`config.mk`:
```
export PLATFORM = sky130hd
export DESIGN_NAME = pipeline_hazard_ctrl
export DESIGN_NICKNAME = d
export VERILOG_FILES = /design/src/rtl/pipe_ctrl_pkg.sv /design/src/rtl/load_use_detect.sv /design/src/rtl/pipeline_hazard_ctrl.sv
export SDC_FILE = /design/constraint.sdc
export NUM_CORES = 1
export LEC_CHECK = 0
export ABC_CLOCK_PERIOD_IN_PS = 4400
export BUFFER_PORTS_ARGS = -buffer_cell sky130_fd_sc_hd__buf_2
export CAP_MARGIN = 25
export CORE_ASPECT_RATIO = 2
export CORE_MARGIN = 2
export CORE_UTILIZATION = 45
export DETAILED_ROUTE_END_ITERATION = 16
export PLACE_DENSITY = 0.84
export SYNTH_ARGS = -nofsm -noshare
export SYNTH_HDL_FRONTEND = slang
export SYNTH_SLANG_ARGS = --single-unit
export TNS_END_PERCENT = 30
```
`constraint.sdc`:
```
create_clock -name clk -period 4.4 [get_ports clk]
set_input_delay 0.22 -clock clk [delete_from_list [all_inputs] [get_ports clk]]
set_output_delay 0.22 -clock clk [all_outputs]
set_load 0.03 [all_outputs]
```
`src/rtl/pipe_ctrl_pkg.sv`:
```
// Shared definitions for the pipeline control slice: the hazard sequencer
// state encoding, architectural constants and a small register-compare helper.
package pipe_ctrl_pkg;

    localparam int XLEN = 32;
    localparam logic [4:0] REG_X0 = 5'd0;

    // The memory-wait counter saturates instead of wrapping, so a very long
    // stall can never make the timeout logic see a small count again.
    localparam int WAIT_CNT_W = 8;
    localparam logic [WAIT_CNT_W-1:0] WAIT_CNT_SAT = 8'd255;

    // Wide enough for a flush window of up to four cycles.
    localparam int FCNT_W = 3;

    typedef enum logic [1:0] {
        RUN      = 2'd0,
        FLUSH    = 2'd1,
        MEM_WAIT = 2'd2
    } ctrl_state_e;

    // A source register is a hazard candidate only if the instruction reads it
    // and it names the register the load is about to write.
    function automatic logic srcMatches(input logic usesSrc,
                                        input logic [4:0] srcReg,
                                        input logic [4:0] dstReg);
        return usesSrc && (srcReg == dstReg);
    endfunction

endpackage

```
`src/rtl/load_use_detect.sv`:
```
// Purely combinational load-use hazard compare between the instruction in ID
// and a load sitting in EX. Kept separate so a forwarding unit can reuse it.
module load_use_detect
    import pipe_ctrl_pkg::*;
(
    input  logic       i_exMemRead,
    input  logic [4:0] i_exRd,
    input  logic [4:0] i_idRs1,
    input  logic [4:0] i_idRs2,
    input  logic       i_idUseRs1,
    input  logic       i_idUseRs2,
    output logic       o_loadUse
);

    // A load into x0 never produces a value anyone can consume, so it is not
    // a hazard even when the register numbers line up.
    always_comb begin
        o_loadUse = i_exMemRead
                 && (i_exRd != REG_X0)
                 && (srcMatches(i_idUseRs1, i_idRs1, i_exRd)
                  || srcMatches(i_idUseRs2, i_idRs2, i_exRd));
    end

endmodule

```
`src/rtl/pipeline_hazard_ctrl.sv`:
```
// Central stall/flush sequencer for the 5-stage pipeline: load-use bubbles,
// control-flow redirects resolved in MEM, and whole-pipe hold on data-memory
// wait with a sticky timeout flag.
// Optional performance counters are built when PIPE_HAZ_PERF_EN is defined;
// otherwise stall_cnt/flush_cnt are tied to zero and no counter flops exist.
module pipeline_hazard_ctrl
    import pipe_ctrl_pkg::*;
#(
    parameter int FLUSH_CYCLES = 1,
    parameter int WAIT_MAX     = 15
)(
    input  logic            clk,
    input  logic            rst,
    input  logic [4:0]      id_rs1,
    input  logic [4:0]      id_rs2,
    input  logic            id_use_rs1,
    input  logic            id_use_rs2,
    input  logic            ex_mem_read,
    input  logic [4:0]      ex_rd,
    input  logic            mem_branch,
    input  logic            mem_zero,
    input  logic            mem_jal,
    input  logic            mem_jalr,
    input  logic [XLEN-1:0] mem_target,
    input  logic            dmem_req,
    input  logic            dmem_ready,
    output logic            pc_write,
    output logic            if_id_write,
    output logic            hold,
    output logic            if_flush,
    output logic            id_flush,
    output logic            ex_flush,
    output logic            pc_sel,
    output logic [XLEN-1:0] redirect_pc,
    output logic            mem_timeout,
    output logic [31:0]     stall_cnt,
    output logic [31:0]     flush_cnt
);

    localparam logic [FCNT_W-1:0]     FCNT_RELOAD = FCNT_W'(FLUSH_CYCLES - 1);
    localparam logic [WAIT_CNT_W-1:0] WAIT_LIMIT  = WAIT_CNT_W'(WAIT_MAX);

    ctrl_state_e           r_state;
    ctrl_state_e           w_stateNext;
    logic [FCNT_W-1:0]     r_fcnt;
    logic [FCNT_W-1:0]     w_fcntNext;
    logic [WAIT_CNT_W-1:0] r_waitCnt;
    logic [WAIT_CNT_W-1:0] w_waitCntNext;
    logic                  r_timeout;
    logic                  w_timeoutNext;
    logic [XLEN-1:0]       r_redirectPc;

    logic w_redirect;
    logic w_mwait;
    logic w_loadUse;

    // Load-use compare lives in its own block so it can be shared later.
    load_use_detect u_loadUse (
        .i_exMemRead (ex_mem_read),
        .i_exRd      (ex_rd),
        .i_idRs1     (id_rs1),
        .i_idRs2     (id_rs2),
        .i_idUseRs1  (id_use_rs1),
        .i_idUseRs2  (id_use_rs2),
        .o_loadUse   (w_loadUse)
    );

    // Same-cycle hazard events seen by the sequencer.
    always_comb begin
        w_redirect = (mem_branch && mem_zero) || mem_jal || mem_jalr;
        w_mwait    = dmem_req && !dmem_ready;
    end

    // Next-state and output decode; memory wait beats redirect beats load-use.
    always_comb begin
        pc_write      = 1'b1;
        if_id_write   = 1'b1;
        hold          = 1'b0;
        if_flush      = 1'b0;
        id_flush      = 1'b0;
        ex_flush      = 1'b0;
        pc_sel        = 1'b0;
        w_stateNext   = r_state;
        w_fcntNext    = r_fcnt;
        w_waitCntNext = r_waitCnt;
        w_timeoutNext = r_timeout;

        if (w_mwait) begin
            // Freeze everything; a flush window in progress is abandoned and
            // a redirect waiting in MEM is picked up once memory answers.
            pc_write    = 1'b0;
            if_id_write = 1'b0;
            hold        = 1'b1;
            w_stateNext = MEM_WAIT;
            w_fcntNext  = '0;
            if (r_state == MEM_WAIT) begin
                w_waitCntNext = (r_waitCnt == WAIT_CNT_SAT) ? r_waitCnt
                                                            : r_waitCnt + 1'b1;
            end else begin
                w_waitCntNext = WAIT_CNT_W'(1);
            end
            if (w_waitCntNext >= WAIT_LIMIT) begin
                w_timeoutNext = 1'b1;
            end
        end else if (r_state == FLUSH) begin
            // Keep squashing the wrong-path instructions still in flight.
            if_flush      = 1'b1;
            id_flush      = 1'b1;
            ex_flush      = 1'b1;
            w_waitCntNext = '0;
            if (w_redirect) begin
                pc_sel     = 1'b1;
                w_fcntNext = FCNT_RELOAD;
            end else if (r_fcnt <= FCNT_W'(1)) begin
                w_fcntNext  = '0;
                w_stateNext = RUN;
            end else begin
                w_fcntNext = r_fcnt - 1'b1;
            end
        end else begin
            // RUN, or the cycle memory finally answers out of MEM_WAIT: both
            // resolve redirect and load-use normally in this same cycle.
            w_waitCntNext = '0;
            w_stateNext   = RUN;
            if (w_redirect) begin
                pc_sel   = 1'b1;
                if_flush = 1'b1;
                id_flush = 1'b1;
                ex_flush = 1'b1;
                if (FLUSH_CYCLES > 1) begin
                    w_stateNext = FLUSH;
                    w_fcntNext  = FCNT_RELOAD;
                end
            end else if (w_loadUse) begin
                // One bubble is enough: the load moves to MEM next cycle.
                pc_write    = 1'b0;
                if_id_write = 1'b0;
                id_flush    = 1'b1;
            end
        end
    end

    // Sequencer state, flush/wait counters, sticky timeout and last target.
    always_ff @(posedge clk) begin
        if (rst) begin
            r_state      <= RUN;
            r_fcnt       <= '0;
            r_waitCnt    <= '0;
            r_timeout    <= 1'b0;
            r_redirectPc <= '0;
        end else begin
            r_state   <= w_stateNext;
            r_fcnt    <= w_fcntNext;
            r_waitCnt <= w_waitCntNext;
            r_timeout <= w_timeoutNext;
            if (pc_sel) begin
                r_redirectPc <= mem_target;
            end
        end
    end

    // The target is passed straight through on a redirect and otherwise
    // holds the last one issued, so downstream never sees it wander.
    always_comb begin
        redirect_pc = pc_sel ? mem_target : r_redirectPc;
        mem_timeout = r_timeout;
    end

`ifdef PIPE_HAZ_PERF_EN
    logic [31:0] r_stallCnt;
    logic [31:0] r_flushCnt;

    // Free-running stall and redirect counters that wrap naturally.
    always_ff @(posedge clk) begin
        if (rst) begin
            r_stallCnt <= '0;
            r_flushCnt <= '0;
        end else begin
            if (!pc_write) begin
                r_stallCnt <= r_stallCnt + 32'd1;
            end
            if (pc_sel) begin
                r_flushCnt <= r_flushCnt + 32'd1;
            end
        end
    end

    assign stall_cnt = r_stallCnt;
    assign flush_cnt = r_flushCnt;
`else
    assign stall_cnt = 32'd0;
    assign flush_cnt = 32'd0;
`endif

endmodule

```
; ---- After elaboration in Yosys (flattened, before gate mapping)
; Cells that the tools add are included.
[op_classes]
add_sub_neg = 1
n_lt_le_gt_ge = 1
n_eq_ne = 3
muxes = 14
n_bitwise = 1
reduce_logical = 13
[op_table]
columns = op, n
row1 = 2-to-1 mux 32 bit, 1
row2 = 2-to-1 mux 8 bit, 3
row3 = equality test 5 bit, 2
row4 = 2-to-1 mux 1 bit, 9
row5 = "adder 8 x 1 -> 8 bit, second input constant", 1
row6 = "equality test 8 bit, second input constant", 1
row7 = "greater-or-equal comparator 8 x 4 -> 1 bit, second input constant", 1
row8 = logical AND 1 bit, 6
row9 = nonzero test 5 bit, 1
row10 = logical OR 1 bit, 3
row11 = 2-to-1 mux 2 bit, 1
row12 = AND reduction 2 bit, 1
row13 = OR reduction 2 bit, 1
row14 = zero test 1 bit, 1
row15 = NOT 1 bit, 1
[totals]
reg_bits = 42
in_bits = 58
output_inout_bits = 104

; ---- Depth between registers and ports, before layout
; Gate-level depths: netlist of run 1.
[depth]
depth_word = 7
depth_mapped = 6
mapped_depth_nobuf = 6

; ---- By module
; Synthesis of run 1 repeated with hierarchy kept, for this count alone.
[hier_totals]
cells_unflattened = 257
area_unflattened_um2 = 2583.7
[by_module_without_submodules]
columns = module, instances, cells_per_inst, area_each_um2
row1 = pipeline_hazard_ctrl, 1, 240, 2449.8
row2 = load_use_detect, 1, 17, 133.9

; ---- Worst setup path after synthesis of run 1
; OpenSTA, ideal clock, no wires.
[synth_path]
kind = register -> register
startpoint = register r_waitCnt[0]
endpoint = register r_timeout, in the netlist mem_timeout
setup_time_ps = 122
arrival_ps = 1685
setup_slack_ps = 2593
path_stages_with_launch = 7
period_less_slack_ps = 1807
cell_sequence = dfxtp_1 > ha_1 > and2_2 > a311o_1 > xor2_1 > o21ai_1 > a221o_1
[synth_via]
elab_chain_len = 6
elab_cells_between_ends = 7
[synth_rtl]
columns = item, line_no
row1 = "start, declared", pipeline_hazard_ctrl.sv:47  ; logic [WAIT_CNT_W-1:0] r_waitCnt;
row2 = "start signal, assigned", pipeline_hazard_ctrl.sv:154  ; r_waitCnt <= w_waitCntNext;
row3 = adder 8 x 1 -> 8 bit / equality test 8 bit (equally long branches), "pipeline_hazard_ctrl.sv:98, pipeline_hazard_ctrl.sv:97"
row4 = 2-to-1 mux 8 bit (*), pipeline_hazard_ctrl.sv:97  ; w_waitCntNext = (r_waitCnt == WAIT_CNT_SAT) ? r_waitCnt
row5 = 2-to-1 mux 8 bit (*), pipeline_hazard_ctrl.sv:96  ; if (r_state == MEM_WAIT) begin
row6 = 2-to-1 mux 8 bit (*), pipeline_hazard_ctrl.sv:88  ; if (w_mwait) begin
row7 = greater-or-equal comparator 8 x 4 -> 1 bit (*), pipeline_hazard_ctrl.sv:102  ; if (w_waitCntNext >= WAIT_LIMIT) begin
row8 = AND reduction 2 bit (no line) (*), n/a
row9 = "end signal, assigned", pipeline_hazard_ctrl.sv:155  ; r_timeout <= w_timeoutNext;
row10 = "end, declared", pipeline_hazard_ctrl.sv:49  ; logic r_timeout;
; Every way passes the cells marked *; elsewhere a longest branch is shown, timed or not. The select of a mux whose other input is x is not followed.
; A chain may end at the register's enable or synchronous reset.

; ---- Final worst setup path of run 1
[layout_path]
startpoint = input dmem_ready
endpoint = output redirect_pc[2]
[layout_via]
elab_chain_len = 4
[layout_rtl]
columns = item, line_no
row1 = "start, declared", pipeline_hazard_ctrl.sv:26  ; input logic dmem_ready,
row2 = zero test 1 bit, pipeline_hazard_ctrl.sv:71  ; w_mwait = dmem_req && !dmem_ready;
row3 = logical AND 1 bit, pipeline_hazard_ctrl.sv:71
row4 = 2-to-1 mux 1 bit, pipeline_hazard_ctrl.sv:88
row5 = 2-to-1 mux 32 bit, n/a
row6 = "end, declared", pipeline_hazard_ctrl.sv:34  ; output logic [XLEN-1:0] redirect_pc,
; Every way passes these cells.

==> impl_metrics.ini, run 1 <==
[grt]
grt_util_all_layers = 0.143
grt_pass1_vias = 1728
grt_start_max_net_pins = 37
grt_antenna_before_repair = 0
overflow = 0
grt_first_pass_wirelength_um = 7010

[timing]
timing.hold.ws_ns = 0.288
rsz0062_at_grt = false
setup_tns_ns = 0
timing.final.ws_setup_ns = 2.27
min_period_ns = 2.13
fin_crit_sh = 0.483
worst_pin_slew_ns = 0.929
relSlewSlack = 0.379
report.final.slew_viol_count = 0
final-setup-viol-count = 0
clock_skew_ns = 0.00341
clock.fmax_mhz = 470
hold_viol_final = 0

[critical_path]
worst-path-stages = 6
slowest_stage = nor2_4
critPathLaunch = dmem_ready
startpoint_type = primary input
cp.required_ns = 4.18
max_stage_delay_ns = 0.73
cp_cell_sequence = buf_2 > nand2b_1 > inv_1 > nor2_4 > mux2_2 > buf_2
critPathCaptureType = output pin
cp_num_buf_inv = 3
crit_fanout = 36
critPathTopFamily = simple AND/OR/NAND/NOR gates
arrival_ns = 1.91
reg2regPathDepth = 6
r2r-start = r_waitCnt[0]
crit_top_cell = buf_2
path_class = in -> out

[synth]
synth_edf_count = 0
synth_top_family_by_area = buffers and inverters
muxShareOfSynthArea = 0.156
synthAdderAreaFrac = 0.00514
synth_cell_types = 45
synth-xor-area-share = 0.0504
yosysTopAreaCell = dfxtp_1
synth-simple-area-share = 0.165
syn_area_sq_um = 2430
yosysWarnings = 0
async_flop_share = 0
synth_compound_area_frac = 0.0520
syn_inst = 252
syn_area_per_cell_sq_um = 9.65
yosysSeqAreaShare = 0.346
synth-seq-cells = 42
ys.flop_type = dfxtp_1
ys_top_cells_by_area = dfxtp_1, buf_4, mux2_2
yosysTopAreaCellShare = 0.346

[pwr]
seqPwrFrac = 0.414
p_leak_nw = 1.39
power.total_mw = 0.984
internal-power_mw = 0.658
netSwitchingPower_mw = 0.326
power.share.switching = 0.332
comb_power_share = 0.288
p_clk_frac = 0.298
vdd.ir_drop.worst_mv = 0.264
power.density_nw_per_um2 = 352

[cts]
cts_tree = yes
numCtsBuffers = 5
clockBufferDepth = 2
cts-resized-gates = 0
cts-root-buf = clkbuf_8
cts.sinks = 42
insertion_delay_ns = 0.28
post-cts-setup-buffers = 0
h-tree-depth = 2
cts_hold_buf = 0
path_clk_slew_ns = 0.08

[die]
num_io_pins = 162
die_x_um = 56.0
start_util = 0.469
rows = 37
coreArea_sq_um = 5180
die_h_um = 108
dieArea_sq_um = 6040

[final_layout]
utilization = 0.539
final_cell_mix = buf_2, conb_1, dfxtp_1, nor2b_1, mux2_2
seqCellArea_sq_um = 841
layout-area-overhead-vs-synth_pct = 15.0
fin_area_sq_um = 2800
stdcell_count = 404
antennaDiodeCount = 0
final_common_cell = buf_2
nFillCells = 496
nets = 404
multi_input_area_sq_um = 1280
drive_gt1_frac = 0.387

[status]
status = complete, no violations

[place]
place_area_sq_um = 2690
hpwlAfterDp_um = 3730
place_ws_ns = 2.25
place_congestion = 0.788
dp.cells = 396
io_buffers = 97

[detailed_routing]
drt_iter0_drc = 25
avgViaCountPerCell = 4.68
route.detailed.drc = 0
ant_nets = 0
via_count = 1891
drt_first_pass_iters = 4
routed_wl_um = 4560
wl_per_cell_um = 11.3

[hold_path]
min_from = mem_target[15]
min_path_type = in -> reg
whs_path_depth = 3

[flow_run]
cap_violations = 0
==> state kept, by name, indices dropped and copies added (netlist names) <==
name          count
r_waitCnt         8
r_state           1
r_redirectPc     32
mem_timeout       1
==> cells by family after synthesis <==
| group | count (synthesis) |
|---|---|
| DFF | 42 |
| buffers and inverters | 76 |
| xor gates and xnor gates | 14 |
| adders and majority gates | 1 |
| other | 1 |
| muxes | 34 |
| and+or+nand+nor | 68 |
| AOI/OAI and AO/OA | 16 |
==> worst paths after layout <==
check,end,slack (ns)
min,r_redirectPc[15],0.29
min reg2reg,r_waitCnt[0],0.56
max,redirect_pc[2],2.27
max reg2reg,mem_timeout,2.43
==> cell type report <==
class                      instances  share of cell area
clock inverter                     1              0.0107
tap                               58              0.0260
inverter                           2             0.00268
multi-input combinational        197               0.459
timing repair buffer              97               0.174
sequential                        42               0.301
clock buffer                       7              0.0273
==> power by group through the flow <==
stage / Combinational [mW] / Clock, mW / Sequential (mW)
2_1_floorplan: 0.265 / 0 / 0.414
3_3_place_gp: 0.281 / 0 / 0.416
3_5_place_dp: 0.284 / 0 / 0.417
4_1_cts: 0.285 / 0.303 / 0.408
5_1_grt: 0.301 / 0.320 / 0.410
6_report: 0.283 / 0.293 / 0.408
==> cell usage after synthesis (3+ instances only) <==
| library cell | instances |
|---|---|
| and3_1 | 4 |
| buf_4 | 68 |
| mux2_1 | 4 |
| xor2_1 | 10 |
| clkbuf_1 | 3 |
| nand2_1 | 3 |
| mux2_2 | 28 |
| xnor2_1 | 4 |
| nor2_1 | 10 |
| dfxtp_1 | 42 |
| buf_2 | 3 |
| nand3_1 | 5 |
| nor2b_1 | 32 |
==> per-layer routing <==
| layer | vias to the layer above | track usage | share of wire | wire (um) |
|---|---|---|---|---|
| li1 | 895 | - | - | - |
| met1 | 871 | 0.140 | 0.33 | 1510 |
| met2 | 119 | 0.281 | 0.56 | 2540 |
| met3 | 6 | 0.0299 | 0.095 | 431 |
| met4 | 0 | 0.0612 | 0.016 | 74 |
| met5 | - | 0 | 0 | 0 |
==> worst reg2reg max path, stage by stage (launching register included) <==
cell and delay (ns):
dfxtp_1 0.37, ha_1 0.27, and2_2 0.21, a311o_1 0.36, xor2_1 0.17, o21ai_1 0.12
a221o_1 0.36
Power figures use the tool's default switching activity.
==> run 2: changes to the inputs <==
ABC_AREA = 1   (was unset)
ABC_CLOCK_PERIOD_IN_PS = 1770   (was 4400)
CORE_UTILIZATION = 39   (was 45)
PLACE_DENSITY = 0.76   (was 0.84)
clock period = 1.77 ns   (was 4.4 ns; I/O delays follow)
==> run 2 against run 1 <==
Compared with the run above:
- worst hold slack lost 0.23 ns
- register-to-register slack lost 2.1 ns
- non-clock buffer count grew 3
- routed wire length grew 6.9%
- global-route usage shrank 1.3 points
==> impl_metrics.ini, run 2 <==
[final_layout]
final_common_cell = buf_2
largest_register_ffs = 32
regMostFlops = r_redirectPc
final_cell_mix = buf_2, conb_1, nor2_1, inv_1, dfxtp_1
drive_gt1_frac = 0.286
top_regs = r_redirectPc: 32 flops, r_waitCnt: 8 flops
stdcell_count = 550
utilization = 0.471
layout-area-overhead-vs-synth_pct = 18.2
nets = 520
antennaDiodeCount = 0

[synth]
yosysTopAreaCell = dfxtp_1
syn_area_sq_um = 2620
syn_inst = 369
ys_top_cells_by_area = dfxtp_1, buf_4, nor2_1
synth.most_common_cell = buf_4
async_flop_share = 0
syn_area_per_cell_sq_um = 7.09
ys.flop_type = dfxtp_1
synth_cell_types = 26
ys_top_cells_by_count = buf_4, nor2_1, inv_1
synth_edf_count = 0
synth-seq-cells = 42
yosysSeqAreaShare = 0.321
yosysWarnings = 0
yosysTopAreaCellShare = 0.321

[die]
dieArea_sq_um = 7420
start_util = 0.398
rows = 42
coreArea_sq_um = 6570
die_h_um = 120
die_x_um = 61.9
num_io_pins = 162

[timing]
clock.fmax_mhz = 675
final-setup-viol-count = 0
hold_viol_final = 0
rsz0062_at_grt = false
fin_crit_sh = 0.837
clock_skew_ns = 0.00431
min_period_ns = 1.48
timing.hold.ws_ns = 0.0598
report.final.slew_viol_count = 0
setup_tns_ns = 0

[cts]
cts_hold_buf = 0
clockBufferDepth = 2
cts-root-buf = clkbuf_16
h-tree-depth = 2
cts.sinks = 42
cts_tree = yes
insertion_delay_ns = 0.28
path_clk_slew_ns = 0.06
numCtsBuffers = 5
cts-resized-gates = 0
post-cts-setup-buffers = 0

[critical_path]
cp_num_buf_inv = 0
cp_cell_sequence = ha_1 > nand2_1 > nor2_2 > nand2_4 > o21ai_2 > nand2_1 > nor2_1 > nand3_1 > nand3_1
max_stage_delay_ns = 0.39
critPathCaptureType = flop
slowest_stage = dfxtp_1
startpoint_type = flop
critPathTopFamily = simple AND/OR/NAND/NOR gates
arrival_ns = 1.70
cp.required_ns = 1.99
path_class = reg -> reg
crit_fanout = 7

[detailed_routing]
avgViaCountPerCell = 4.21
drt_first_pass_iters = 4
route.detailed.drc = 0
drt_iter0_drc = 66
wl_per_cell_um = 8.85
via_count = 2314
ant_nets = 0
routed_wl_um = 4870

[place]
place_congestion = 0.786
hpwlAfterDp_um = 3970
io_buffers = 97
dp.cells = 542

[pwr]
p_leak_nw = 1.69
power.density_nw_per_um2 = 968
vdd.ir_drop.worst_mv = 0.544
power.total_mw = 3.00

[hold_path]
min_path_type = in -> reg

[grt]
grt_first_pass_wirelength_um = 7420
grt_pass1_vias = 1882
grt_start_max_net_pins = 36
grt_antenna_before_repair = 0
overflow = 0
grt_util_all_layers = 0.130

[flow_run]
cap_violations = 0

[status]
status = complete, no violations
==> run 2: changes by cell type after synthesis, sizes merged, moves of 4 or more <==
| cell | before | now |
|---|---|---|
| and3 | 4 | 0 |
| buf | 71 | 75 |
| inv | 2 | 55 |
| mux2 | 32 | 0 |
| nand2 | 3 | 34 |
| nand3 | 5 | 18 |
| nor2 | 11 | 61 |
| nor2b | 32 | 0 |
| o21ai | 2 | 39 |
| or2 | 0 | 32 |
| xnor2 | 4 | 0 |
| xor2 | 10 | 4 |
==> run 2: per-stage QoR <==
| stage | cell area, sq um | worst slack (ns) |
|---|---|---|
| after global placement | 2900 | 0.304 |
| after detailed placement | 2900 | 0.291 |
| after floorplan | 2850 | 0.416 |
| after CTS | 3090 | 0.273 |
| final | 3090 | 0.288 |
| after global routing | 3090 | 0.0890 |
==> run 2: layout make-up <==
type                       instances  area [sq um]
clock buffer                       5           125
sequential                        42           841
timing repair buffer             100           508
inverter                          55           209
multi-input combinational        257          1230
clock inverter                     3          68.8
fill                             680          3480
tap                               88           110
==> run 2: cells by family after synthesis <==
group                      after synthesis  share of synthesized area
AOI/OAI and AO/OA                       42                     0.0966
xor gates and xnor gates                 4                     0.0134
adders and majority gates                1                    0.00478
buffers and inverters                  133                      0.299
DFF                                     42                      0.321
other                                    1                    0.00143
and+or+nand+nor                        146                      0.264
==> run 2: final timing paths <==
path / start / end / slack (ns) / depth (start not counted)
setup / recovery: r_waitCnt[0] / mem_timeout / 0.29 / 9
hold / removal: mem_target[27] / r_redirectPc[27] / 0.06 / 3
setup reg to reg: r_waitCnt[0] / mem_timeout / 0.29 / 9
hold reg to reg: r_waitCnt[4] / r_waitCnt[4] / 0.55 / 2
==> run 2: metal layers <==
metal / track usage / share of wire / vias to the layer above
met5: 0 / 0 / -
met4: 0.0519 / 0.020 / 0
met2: 0.251 / 0.55 / 122
met1: 0.120 / 0.35 / 1020
li1: - / - / 1165
met3: 0.0302 / 0.086 / 7
==> run 2: power breakdown <==
part | switching [mW] | internal (mW)
combinational | 0.599 | 0.213
sequential | 0.0146 | 1.01
clock | 0.350 | 0.809
==> run 2: tightest hold or removal path, cell delays in order <==
cell     delay [ns]
buf_2          0.09
o21ai_2        0.06
nor2_1         0.07
